--- src/rtl/pc_sequencer.sv ---
// ---------------------------------------------------------------------------
// pc_sequencer
//
// Fetch/execute controller for the 16-bit program counter. Fetches one
// instruction from ROM, latches it into the instruction register, decodes
// the jump condition against the ALU flags and drives the PC controls so
// the PC advances exactly once per committed instruction. A fetch that
// waits too long for the ROM ends in a sticky FAULT state.
//
// Optional feature macro: PC_SEQ_HALT_DETECT_EN
//   When defined, an unconditional jump to the current PC is committed
//   without touching the PC and the sequencer parks in HALT.
//   When undefined, halted is tied 0 and such a jump executes normally.
//
// Ports:
//   clk          in   system clock, rising edge
//   reset        in   asynchronous active-low reset
//   instr        in   instruction word from ROM
//   instr_valid  in   ROM data valid (looked at only while fetch_req=1)
//   zr, ng       in   ALU zero / negative flags for the instruction in EXEC
//   a_val        in   A register value (jump target)
//   pc_out       in   current PC value
//   stall        in   datapath not ready; holds EXEC
//   fetch_req    out  instruction fetch request
//   ir           out  latched instruction register
//   exec_en      out  commit strobe to the datapath
//   pc_load      out  PC load control
//   pc_inc       out  PC increment control
//   pc_in        out  PC load value (always a_val)
//   fault        out  sticky fetch-timeout flag
//   halted       out  sticky halt flag
//   dbg_state    out  current FSM state encoding
//
// Handshake: an instruction transfers on the rising edge where
// fetch_req=1 and instr_valid=1. instr_valid at any other time is ignored,
// and the ROM may hold it low for any number of cycles (bounded by the
// timeout).
// ---------------------------------------------------------------------------
module pc_sequencer #(
    parameter int WIDTH          = 16,
    parameter int TIMEOUT_CYCLES = 64
) (
    input  logic             clk,
    input  logic             reset,
    input  logic [WIDTH-1:0] instr,
    input  logic             instr_valid,
    input  logic             zr,
    input  logic             ng,
    input  logic [WIDTH-1:0] a_val,
    input  logic [WIDTH-1:0] pc_out,
    input  logic             stall,
    output logic             fetch_req,
    output logic [WIDTH-1:0] ir,
    output logic             exec_en,
    output logic             pc_load,
    output logic             pc_inc,
    output logic [WIDTH-1:0] pc_in,
    output logic             fault,
    output logic             halted,
    output logic [2:0]       dbg_state
);

    typedef enum logic [2:0] {
        S_IDLE  = 3'd0,
        S_FETCH = 3'd1,
        S_EXEC  = 3'd2,
        S_FAULT = 3'd3
`ifdef PC_SEQ_HALT_DETECT_EN
        ,
        S_HALT  = 3'd4
`endif
    } state_t;

    // Counter saturates at the last legal value; reaching it while still
    // waiting is the timeout condition.
    localparam logic [7:0] CNT_LAST = 8'(TIMEOUT_CYCLES - 1);

    state_t           r_state;
    state_t           w_next_state;
    logic [WIDTH-1:0] r_ir;
    logic [7:0]       r_cnt;
    logic             w_taken;

    // Jump bits: [2]=JLT, [1]=JEQ, [0]=JGT; A-instructions never jump.
    assign w_taken = r_ir[15] & ((r_ir[2] & ng) | (r_ir[1] & zr) |
                                 (r_ir[0] & ~ng & ~zr));

`ifdef PC_SEQ_HALT_DETECT_EN
    logic w_self_jump;
    // Unconditional jump whose target is the instruction itself.
    assign w_self_jump = r_ir[15] & (r_ir[2:0] == 3'b111) & (a_val == pc_out);
`else
    logic w_unused_pc;
    assign w_unused_pc = ^pc_out;
`endif

    always_ff @(posedge clk or negedge reset) begin
        if (!reset) begin
            r_state <= S_IDLE;
            r_ir    <= '0;
            r_cnt   <= '0;
        end else begin
            r_state <= w_next_state;
            if (r_state == S_FETCH) begin
                if (instr_valid) begin
                    r_ir  <= instr;
                    r_cnt <= '0;
                end else if (r_cnt != CNT_LAST) begin
                    r_cnt <= r_cnt + 8'd1;
                end
            end
        end
    end

    always_comb begin
        w_next_state = r_state;
        fetch_req    = 1'b0;
        exec_en      = 1'b0;
        pc_load      = 1'b0;
        pc_inc       = 1'b0;
        fault        = 1'b0;
        halted       = 1'b0;
        case (r_state)
            S_IDLE: begin
                w_next_state = S_FETCH;
            end
            S_FETCH: begin
                fetch_req = 1'b1;
                if (instr_valid) begin
                    w_next_state = S_EXEC;
                end else if (r_cnt == CNT_LAST) begin
                    w_next_state = S_FAULT;
                end
            end
            S_EXEC: begin
                if (!stall) begin
                    exec_en = 1'b1;
`ifdef PC_SEQ_HALT_DETECT_EN
                    if (w_self_jump) begin
                        w_next_state = S_HALT;
                    end else begin
                        pc_load      = w_taken;
                        pc_inc       = ~w_taken;
                        w_next_state = S_FETCH;
                    end
`else
                    pc_load      = w_taken;
                    pc_inc       = ~w_taken;
                    w_next_state = S_FETCH;
`endif
                end
            end
            S_FAULT: begin
                fault = 1'b1;
            end
`ifdef PC_SEQ_HALT_DETECT_EN
            S_HALT: begin
                halted = 1'b1;
            end
`endif
            default: begin
                w_next_state = S_IDLE;
            end
        endcase
    end

    assign ir        = r_ir;
    assign pc_in     = a_val;
    assign dbg_state = r_state;

endmodule

--- config.mk ---
export PLATFORM = sky130hd
export DESIGN_NAME = pc_sequencer
export DESIGN_NICKNAME = d
export VERILOG_FILES = /design/src/rtl/pc_sequencer.sv
export SDC_FILE = /design/constraint.sdc
export NUM_CORES = 1
export LEC_CHECK = 0
export BUFFER_PORTS_ARGS = -buffer_cell sky130_fd_sc_hd__clkbuf_2
export CELL_PAD_IN_SITES_DETAIL_PLACEMENT = 0
export CELL_PAD_IN_SITES_GLOBAL_PLACEMENT = 1
export CORE_MARGIN = 1
export CORE_UTILIZATION = 27
export DETAILED_ROUTE_END_ITERATION = 6
export PLACE_DENSITY_LB_ADDON = 0.12
export SLEW_MARGIN = 10
export SYNTH_ARGS = -nofsm -noshare
export SYNTH_HDL_FRONTEND = slang
export SYNTH_SLANG_ARGS = --single-unit
--- constraint.sdc ---
create_clock -name clk -period 1.4 [get_ports clk]
set_input_delay 0.07 -clock clk [delete_from_list [all_inputs] [get_ports clk]]
set_output_delay 0.07 -clock clk [all_outputs]
set_load 0.005 [all_outputs]
Word-level counts from Yosys, hierarchy flattened
Index checks and enable logic that the tools add are counted.
{ "classes": {"n_reduce_logical": 5, "n_addsub": 1, "bitwise_logic": 11, "eq_ne": 7, "mux": 14} }
{ "ops": {"columns": ["operator", "count"], "rows": [
  ["2-to-1 mux 8 bit", 2],
  ["one-hot mux 3 bit (4 select lines)", 1],
  ["2-to-1 mux 3 bit", 3],
  ["adder 8 x 1 -> 8 bit, second input constant", 1],
  ["equality test 8 x 6 -> 1 bit, second input constant", 1],
  ["2-to-1 mux 1 bit", 8],
  ["!= test 8 x 6 -> 1 bit, second input constant", 1],
  ["equality test 3 x 2 -> 1 bit, second input constant", 2],
  ["bitwise AND 1 bit", 5],
  ["inverter 1 bit", 4],
  ["AND reduction 2 bit", 2],
  ["equality test 3 x 1 -> 1 bit, second input constant", 1],
  ["zero test 3 bit", 1],
  ["!= test 3 x 2 -> 1 bit, second input constant", 1],
  ["AND reduction 3 bit", 1],
  ["!= test 2 bit, second input constant", 1],
  ["bitwise OR 1 bit", 2],
  ["nonzero test 2 bit", 1]
]} }
{ "word_totals": {"word_cells": 41, "ff_bits": 27, "out_inout_bits": 41} }

Logic depth before layout (Yosys ltp)
Gate-level depths: netlist (run 1).
{ "logic_depth": {"ltp_word": 8, "ltp_mapped": 6, "depth_no_buf": 5} }

Least setup slack after synthesis (run 1)
No wires, ideal clock.
{ "synth_path": {"path_kind": "register to register", "from": "register r_cnt[0]", "to": "register r_cnt[5]", "path_buffers": 0, "path_stages_with_launch": 6, "setup_ns": 0.087, "synth_period_minus_slack_ns": 1.489, "t_required_ns": 1.313, "slack_ns": -0.089, "t_arrival_ns": 1.402, "path_cell_list": "dfrtp_1 > ha_1 > nor3b_2 > a21oi_2 > a311o_1 > o211ai_1"} }
{ "synth_between": {"elab_chain_len": 3} }
{ "synth_rtl": {"columns": ["element", "line", "source"], "rows": [
  ["start, declared", "81", "logic [7:0] r_cnt;"],
  ["start signal, assigned", "109", "r_cnt <= r_cnt + 8'd1;"],
  ["adder 8 x 1 -> 8 bit / != test 8 x 6 -> 1 bit (equally long branches)", "109, 108", null],
  ["2-to-1 mux 8 bit / nonzero test 2 bit (equally long branches)", null, null],
  ["2-to-1 mux 8 bit / AND reduction 2 bit (equally long branches)", null, null]
]} }
Parallel ways exist; a longest one is shown, timed or not. The select of a mux whose other input is x is not followed.
A chain may end at the register's enable or synchronous reset.

Final worst setup path (run 1)
{ "layout_path": {"from": "register r_ir[0] (netlist: ir[0])", "to": "output pc_load"} }
{ "layout_between": {"elab_chain_len": 6} }
{ "layout_rtl": {"columns": ["element", "line", "source"], "rows": [
  ["start, declared", "80", "logic [WIDTH-1:0] r_ir;"],
  ["start signal, assigned", "106", "r_ir <= instr;"],
  ["bitwise AND 1 bit (2 in series)", "86", "(r_ir[0] & ~ng & ~zr));"],
  ["bitwise OR 1 bit", "85", "assign w_taken = r_ir[15] & ((r_ir[2] & ng) | (r_ir[1] & zr) |"],
  ["bitwise AND 1 bit", "85", null],
  ["2-to-1 mux 1 bit", "136", "if (!stall) begin"],
  ["2-to-1 mux 1 bit", "123", "case (r_state)"],
  ["end, declared", "55", "output logic pc_load,"]
]} }
Every way passes these cells.

==> flow_summary.ini, run 1 <==
[sta]
min_period_ns = 1.44
slew_violations = 0
period_share_pct = 103
worstMarginPinSlew_ns = 0.680
skew_ns = 0.00183
slew_headroom_pct = 54.6
setup_viol = 2
rsz0062_at_grt = true
holdWs_ns = 0.0236
setup_slack_ns = -0.0358
max_freq_ghz = 0.696
hold_viol = 0

[clocking]
clk_pin_slew_worst_paths_ns = 0.09
cts_buffers = 3
insertion_delay_ns = 0.27
cts.path.max_buffers = 2
cts_tree = built
cts_sinks = 26
clockRootBuffer = clkbuf_8
cts.htree.levels = 1

[route]
detail_route.vias_per_cell = 4.49
first_pass_iters = 4
ant_nets = 0
detail_route.wl_per_cell_um = 13.8
dr_total_vias = 1046
routed_wl_um = 3230
drt_iter0_drc = 40
drc_errors = 0

[pwr]
p_leak_uw = 0.000894
max-vdd-ir-drop_v = 0.000634
powerDensity_nw_per_um2 = 1380
power_uw = 2480

[yosys]
synth-seq-area-share_pct = 46.8
ys_types = 34
synth-seq-cells = 26
syn_area_um2 = 1390
yosys.area.top_type = dfrtp_1
synth_top_area_share_pct = 46.8
syn_inst = 119
synth_area_per_cell_um2 = 11.7
yosys_warnings = 0
synth_area_leaders = dfrtp_1, buf_4, mux2_4

[floorplan]
die_h_um = 73.8
start_util_pct = 28.7
ios = 95
die_area_um2 = 5440
core-area_um2 = 4850
fp.dieW_um = 73.8
rows = 25

[global_route]
antenna_found_initial = 0
grt_pass1_wl_um = 4870
met3_usage_pct = 2.47
gr-usage-met1_pct = 14.2
grt-busiest-layer = met2
grt.total_usage_pct = 12.1
grt_pass1_vias = 1006
grt_max_degree = 27
grt_util_met2_pct = 21.1
grt_overflow = 0

[worst_setup_path]
path_max_fanout = 2
crit_path_start_kind = flop
worstPathRequired_ns = 1.33
path_class = reg -> out
crit_chain = nor3b_1 -> a221o_1 -> and3_1 -> buf_2
critPathMaxStageDelay_ns = 0.39
critPathArrivalTime_ns = 1.37
end_kind = output port
critPathSlowestCell = dfrtp_1

[finish]
seq_area_um2 = 651
fillers = 507
final_cell_mix = clkbuf_2, dfrtp_1, buf_4
layout.nets = 222
diodes = 0
layout.cells.most_common = clkbuf_2
area_delta_synth_final_pct = 29.3
drive_above_1_share_pct = 55.4
multi_input_area_um2 = 588

[run_status]
status = finished, violations left
violations = negative setup slack

[hold_path]
hold_path.class = in -> reg

[placed_design]
dp.final_hpwl_um = 2210
globalplace.congestion = 0.744
portBuffers = 44

[job]
maxCapViolations = 0
## path summary, 6_finish.rpt
path                                 from           end  slack (ns)  cells past startpoint
worst max-delay path                ir[0]       pc_load       -0.04                      4
worst min-delay path            instr[11]        ir[11]        0.02                      2
worst max register to register   r_cnt[1]      r_cnt[3]       -0.03                      5
worst min register to register      ir[5]         ir[5]        0.51                      1
max in group asynchronous           reset  dbg_state[0]        0.60                      2
min in group asynchronous           reset        ir[12]        0.37                      2
## stage by stage
stage	setup WS, ns	area (um2)	cells	TNS (ns)	utilization [%]
after floorplan	-0.0433	1410	120	-0.347	-
after CTS	-0.0436	1770	232	-0.115	36.5
final	-0.0358	1800	233	-0.0700	37.1
after global routing	-0.109	1800	233	-0.742	37.1
after global placement	0.0199	1630	221	0	33.6
after detailed placement	-0.0148	1630	221	-0.0361	33.6
## area by class of cell
class | count | area share, %
Timing Repair Buffer | 64 | 21.7
Multi-Input combinational cell | 69 | 32.7
Clock buffer | 3 | 2.30
Clock inverter | 1 | 1.67
Sequential cell | 26 | 36.2
Inverter | 3 | 0.765
Tap cell | 67 | 4.66
## cells by family after synthesis
| group | count (synthesis) | share of synthesized area [%] |
|---|---|---|
| buf+inv | 26 | 13.5 |
| simple gates | 26 | 11.4 |
| flops | 26 | 46.8 |
| mux | 20 | 18.0 |
| compound gates | 19 | 9.09 |
| fa+ha+maj | 1 | 0.900 |
| other cells | 1 | 0.270 |
## layer usage
metal	part of all wire, %	vias up
met5	0	-
met3	4.7	18
met1	44	502
li1	-	491
met2	49	35
met4	2.5	0
## critical path, delay by kind of cell, from the launching register on
kind,cells,cell delay (ns)
simple gates,2,0.30
compound gates,1,0.28
buf+inv,1,0.12
flops,1,0.39
## cells in the mapped netlist
master,number
a311o_1,1
ha_1,1
and4_1,1
nor3_1,2
buf_4,19
a22oi_1,1
nand2b_4,1
o21ai_0,7
a221o_1,2
o211ai_1,1
mux2_2,8
mux2_4,8
mux2i_1,4
a21oi_1,3
nor3b_1,4
and3_1,1
nand4_1,2
a311oi_1,1
inv_2,1
nor3b_2,1
nand3_1,2
conb_1,1
a21oi_2,1
nor2_1,2
nand2_1,7
buf_8,1
buf_6,1
dfrtp_1,26
inv_1,2
and2_4,1
a31oi_1,1
clkbuf_1,2
and2_1,2
a21boi_0,1
## flip-flops by register name, summed over array words and instances, names as in the netlist
register and count:
ir 16, r_cnt 8, dbg_state 2
## where the power goes
part           total, uW  switching [uW]  internal [uW]
Sequential          1130             142            986
Clock                627             244            382
Combinational        729             264            466
Total               2480             650           1830
## timing repair
| action | CTS | global route |
|---|---|---|
| pin swaps | 2 | 1 |
| hold buffers | 1 | 0 |
| resized for setup | 5 | 6 |
| setup endpoints to repair | 12 | 9 |
| cloned | 1 | 0 |
| buffers inserted | 5 | 1 |
| endpoints found under the hold margin | 26 | 0 |
(Power assumes the default switching activity.)
==> run 2, diff against run 1 <==
Settings changed: ABC_CLOCK_PERIOD_IN_PS from default to 1600, BUFFER_PORTS_ARGS -buffer_cell sky130_fd_sc_hd__clkbuf_2 to default, CORE_UTILIZATION 27 to 44, DONT_BUFFER_PORTS from default to 1.
Clock period 1.4 ns to 1.6 ns, I/O delays scaled along.
==> run 2 against run 1 <==
  * The flow now finishes without violations
  * Core utilization up 15 points
  * Cell area down 12%
  * Clock-buffer cell count up 1
  * Hold slack better by 0.042 ns
  * Register-to-register slack better by 0.15 ns
  * Critical path type unchanged
  * Largest power group unchanged
  * Combinational power down 43%
  * Cell count down 26%
==> flow_summary.ini, run 2 (synthesis gave the netlist of run 1 again) <==
[pwr]
max-vdd-ir-drop_v = 0.000523
p_leak_uw = 0.000696
powerDensity_nw_per_um2 = 1110

[sta]
slew_violations = 0
rsz0062_at_grt = false
final.setup.tns_ns = 0
min_period_ns = 1.51
period_share_pct = 94.7
max_freq_ghz = 0.660
hold_viol = 0
setup_viol = 0
skew_ns = 0.0102

[global_route]
grt_max_degree = 27
grt.total_usage_pct = 15.5
grt_pass1_wl_um = 3910
grt_pass1_vias = 881
antenna_found_initial = 0
grt_overflow = 0

[route]
drc_errors = 0
detail_route.wl_per_cell_um = 14.7
drt_iter0_drc = 15
detail_route.vias_per_cell = 5.21
routed_wl_um = 2550
ant_nets = 0
dr_total_vias = 901
first_pass_iters = 4

[finish]
drive_above_1_share_pct = 27.1
layout.nets = 185
final_cell_mix = dfrtp_1, dlygate4sd3_1, mux2_4, mux2_2, buf_4
fin_util_pct = 52.5
largest_reg_flops = 16
layout.cells.most_common = dfrtp_1
final_area_um2 = 1590
fillers = 266
area_delta_synth_final_pct = 14.4
seq_area_um2 = 651
diodes = 0
multi_input_area_um2 = 567

[floorplan]
die_h_um = 58.2
rows = 20
fp.dieW_um = 58.2
core-area_um2 = 3030
die_area_um2 = 3390
start_util_pct = 45.9
ios = 95

[worst_setup_path]
crit_path_start_kind = flop
critPathArrivalTime_ns = 1.43
end_kind = output port
path_class = reg -> out
worstPathRequired_ns = 1.52
path_max_fanout = 6

[clocking]
cts.htree.levels = 1
cts_buffers = 3
insertion_delay_ns = 0.32
clockRootBuffer = clkbuf_4
cts_tree = built
clk_pin_slew_worst_paths_ns = 0.14
cts.path.max_buffers = 2
cts_sinks = 26

[placed_design]
portBuffers = 0
dp.final_hpwl_um = 1660
globalplace.congestion = 0.720
postPlaceCellArea_um2 = 1330

[run_status]
status = finished clean

[job]
maxCapViolations = 0

[hold_path]
hold_path.class = in -> reg
==> run 2: cell count changes in the layout (fill, tap and decap cells not counted), moves of 2 or more <==
cell	change
clkbuf_2	-41
dlygate4sd3_1	+18
buf_4	-8
buf_6	-4
clkbuf_4	+3
buf_2	-2
clkbuf_8	-2
==> run 2: cell type report <==
cell class	instances	share of cell area (%)
well taps	44	3.46
clock buffers	4	2.28
inverters	3	0.708
repair buffers	28	17.0
flip-flops and latches	26	40.9
multi-input cells	68	35.6
==> run 2: where the power goes <==
group | switching, uW | internal, uW
Combinational | 127 | 285
Sequential | 160 | 863
Clock | 191 | 139
Total | 478 | 1290
==> run 2: what timing repair did <==
action	CTS	global route
gates resized for setup	1	2
setup buffers	0	0
hold buffers	20	0
setup endpoints to repair	2	1
endpoints found under the hold margin	50	0
pin swaps	0	0
==> run 2: stage by stage <==
stage	hold slack, ns	instances	power (uW)	setup WS (ns)
after floorplan	-0.216	120	1330	0.111
after global placement	-0.215	149	1390	0.142
after detailed placement	-0.215	149	1390	0.150
after CTS	0.0500	173	1790	0.0190
after global routing	0.0403	173	1880	0.00906
final	0.0661	173	1770	0.0852
==> run 2: worst paths after layout <==
path / cells past startpoint / startpoint / to / slack, ns
setup / recovery: 3 / dbg_state[0] / pc_inc / 0.09
hold / removal: 2 / instr_valid / r_cnt[3] / 0.07
setup reg to reg: 5 / r_cnt[0] / r_cnt[5] / 0.12
hold reg to reg: 1 / ir[8] / ir[8] / 0.55
max in group asynchronous: 2 / reset / ir[1] / 1.27
min in group asynchronous: 2 / reset / ir[13] / 0.17
==> run 2: routing by layer <==
metal / track usage, % / wire, um / vias up
met1: 18.1 / 1150 / 430
li1: - / - / 417
met2: 25.3 / 1150 / 36
met4: 10.5 / 93 / 0
met3: 3.35 / 158 / 18
met5: 0 / 0 / -
==> run 2: worst max-delay path, cell delays in order, from the launching register on <==
cell and delay [ns]:
dfrtp_1 0.43, buf_4 0.18, nor3b_4 0.26, a21boi_1 0.25
==> run 3, diff against run 2 <==
Settings changed: REMOVE_ABC_BUFFERS from default to 1, SLEW_MARGIN 10 to 0.
==> run 3 against run 2 <==
  * Routed wire length grew 8.2%
  * First-iteration DRC count grew 120%
  * Hold slack gained 0.0032 ns
  * Non-clock buffer count shrank 2
  * Critical path depth grew 2
  * Largest cell class unchanged
  * Largest power group unchanged
  * Critical endpoint is now r_cnt[5]
  * Global-route usage grew 1.5 points
  * Die area is the same
  * Clock-buffer cell count shrank 1
==> flow_summary.ini, run 3 (synthesis gave the netlist of run 1 again) <==
[sta]
final.setup.tns_ns = 0
period_share_pct = 91.4
holdWs_ns = 0.0693
hold_viol = 0
min_period_ns = 1.46
rsz0062_at_grt = false
max_freq_ghz = 0.684
setup_viol = 0
skew_ns = 0.00591
slew_violations = 0

[clocking]
cts_sinks = 26
clockRootBuffer = clkbuf_4
cts.path.max_buffers = 2
cts_tree = built
post-cts-setup-buffers = 0
cts_buffers = 3
insertion_delay_ns = 0.32
cts.htree.levels = 1
clk_pin_slew_worst_paths_ns = 0.14

[route]
detail_route.vias_per_cell = 5.23
detail_route.wl_per_cell_um = 16.1
routed_wl_um = 2760
drt_iter0_drc = 33
drc_errors = 0
ant_nets = 0
dr_total_vias = 895
first_pass_iters = 4

[worst_setup_path]
worstPathRequired_ns = 1.85
crit_path_start_kind = flop
end_kind = flop
regToRegEndpoint = r_cnt[5]
rrSetupSlack_ns = 0.14
critPathArrivalTime_ns = 1.71
reg2reg_depth = 5
path_class = reg -> reg
critPathLaunch = r_cnt[0]
path_max_fanout = 4
r2r-start = r_cnt[0]

[finish]
layout.nets = 183
drive_above_1_share_pct = 26.0
seq_area_um2 = 651
multi_input_area_um2 = 567
final_cell_mix = dfrtp_1, dlygate4sd3_1, mux2_4, mux2_2
fillers = 257
diodes = 0
area_delta_synth_final_pct = 14.5
largest_reg_flops = 16
layout.cells.most_common = dfrtp_1

[placed_design]
portBuffers = 0
globalplace.congestion = 0.678
dp.final_hpwl_um = 1760

[floorplan]
ios = 95
fp.dieW_um = 58.2
die_h_um = 58.2
rows = 20
core-area_um2 = 3030
start_util_pct = 45.9
die_area_um2 = 3390

[hold_path]
holdPathStages = 2
hp-start = instr_valid
hold_path.class = in -> reg
min_to = r_cnt[3]

[pwr]
combPwrFrac_pct = 22.6
p_sw_uw = 496
max-vdd-ir-drop_v = 0.000377
p_sw_share_pct = 26.1
clockPowerShare_pct = 23.4
powerDensity_nw_per_um2 = 1190
p_leak_uw = 0.000714
power_uw = 1900
internal_power_uw = 1400
seqPwrFrac_pct = 54.0

[global_route]
grt_pass1_wl_um = 4210
grt_max_degree = 27
grt.total_usage_pct = 16.9
grt_overflow = 0
antenna_found_initial = 0
grt_pass1_vias = 897

[job]
maxCapViolations = 0

[run_status]
status = finished clean
## run 3: repair_timing
item	CTS	global route
hold endpoints to repair	50	0
gates cloned	0	0
hold buffers	20	0
endpoints found under the setup margin	1	2
resized for setup	1	2
## run 3: how the worst max path moves through the flow
stage          endpoint  cells past startpoint
2_1_floorplan  r_cnt[5]                      5
3_3_place_gp   r_cnt[5]                      5
3_5_place_dp   r_cnt[5]                      5
4_1_cts          pc_inc                      3
5_1_grt          pc_inc                      3
6_report       r_cnt[5]                      5
## run 3: layout make-up
class / count / area share [%]
Sequential cell: 26 / 40.9
Multi-Input combinational cell: 68 / 35.6
Timing Repair Buffer: 26 / 16.0
Tap cell: 44 / 3.46
Clock inverter: 1 / 1.89
Clock buffer: 3 / 1.42
Inverter: 3 / 0.708
## run 3: critical path: stages (launching register included)
cell and delay [ns]:
dfrtp_1 0.39, ha_1 0.19, nor3b_4 0.26, a21oi_2 0.12, a311o_1 0.35, o211ai_1 0.09
## run 3: per-stage QoR
stage	area (um2)	setup WS [ns]	util, %	cells
after floorplan	1220	0.111	-	97
after global routing	1590	0.0161	52.6	171
after CTS	1590	0.0842	52.4	171
after detailed placement	1320	0.140	43.5	147
final	1590	0.138	52.6	171
after global placement	1320	0.130	43.5	147
## run 3: power groups by stage
stage	Combinational, uW	Sequential (uW)	Clock [uW]
finish	429	1030	445
global route	474	1060	488
CTS	428	1030	463
detailed placement	366	1040	0
global placement	353	1040	0
floorplan	268	1020	0
## run 3: layer usage
layer	wire length, um	vias to the layer above	part of all wire (%)	GRT usage, %
li1	-	416	-	-
met1	1300	425	47	20.5
met2	1170	52	42	25.0
met3	275	2	10	9.15
met4	17	0	0.62	6.12
met5	0	-	0	4.76
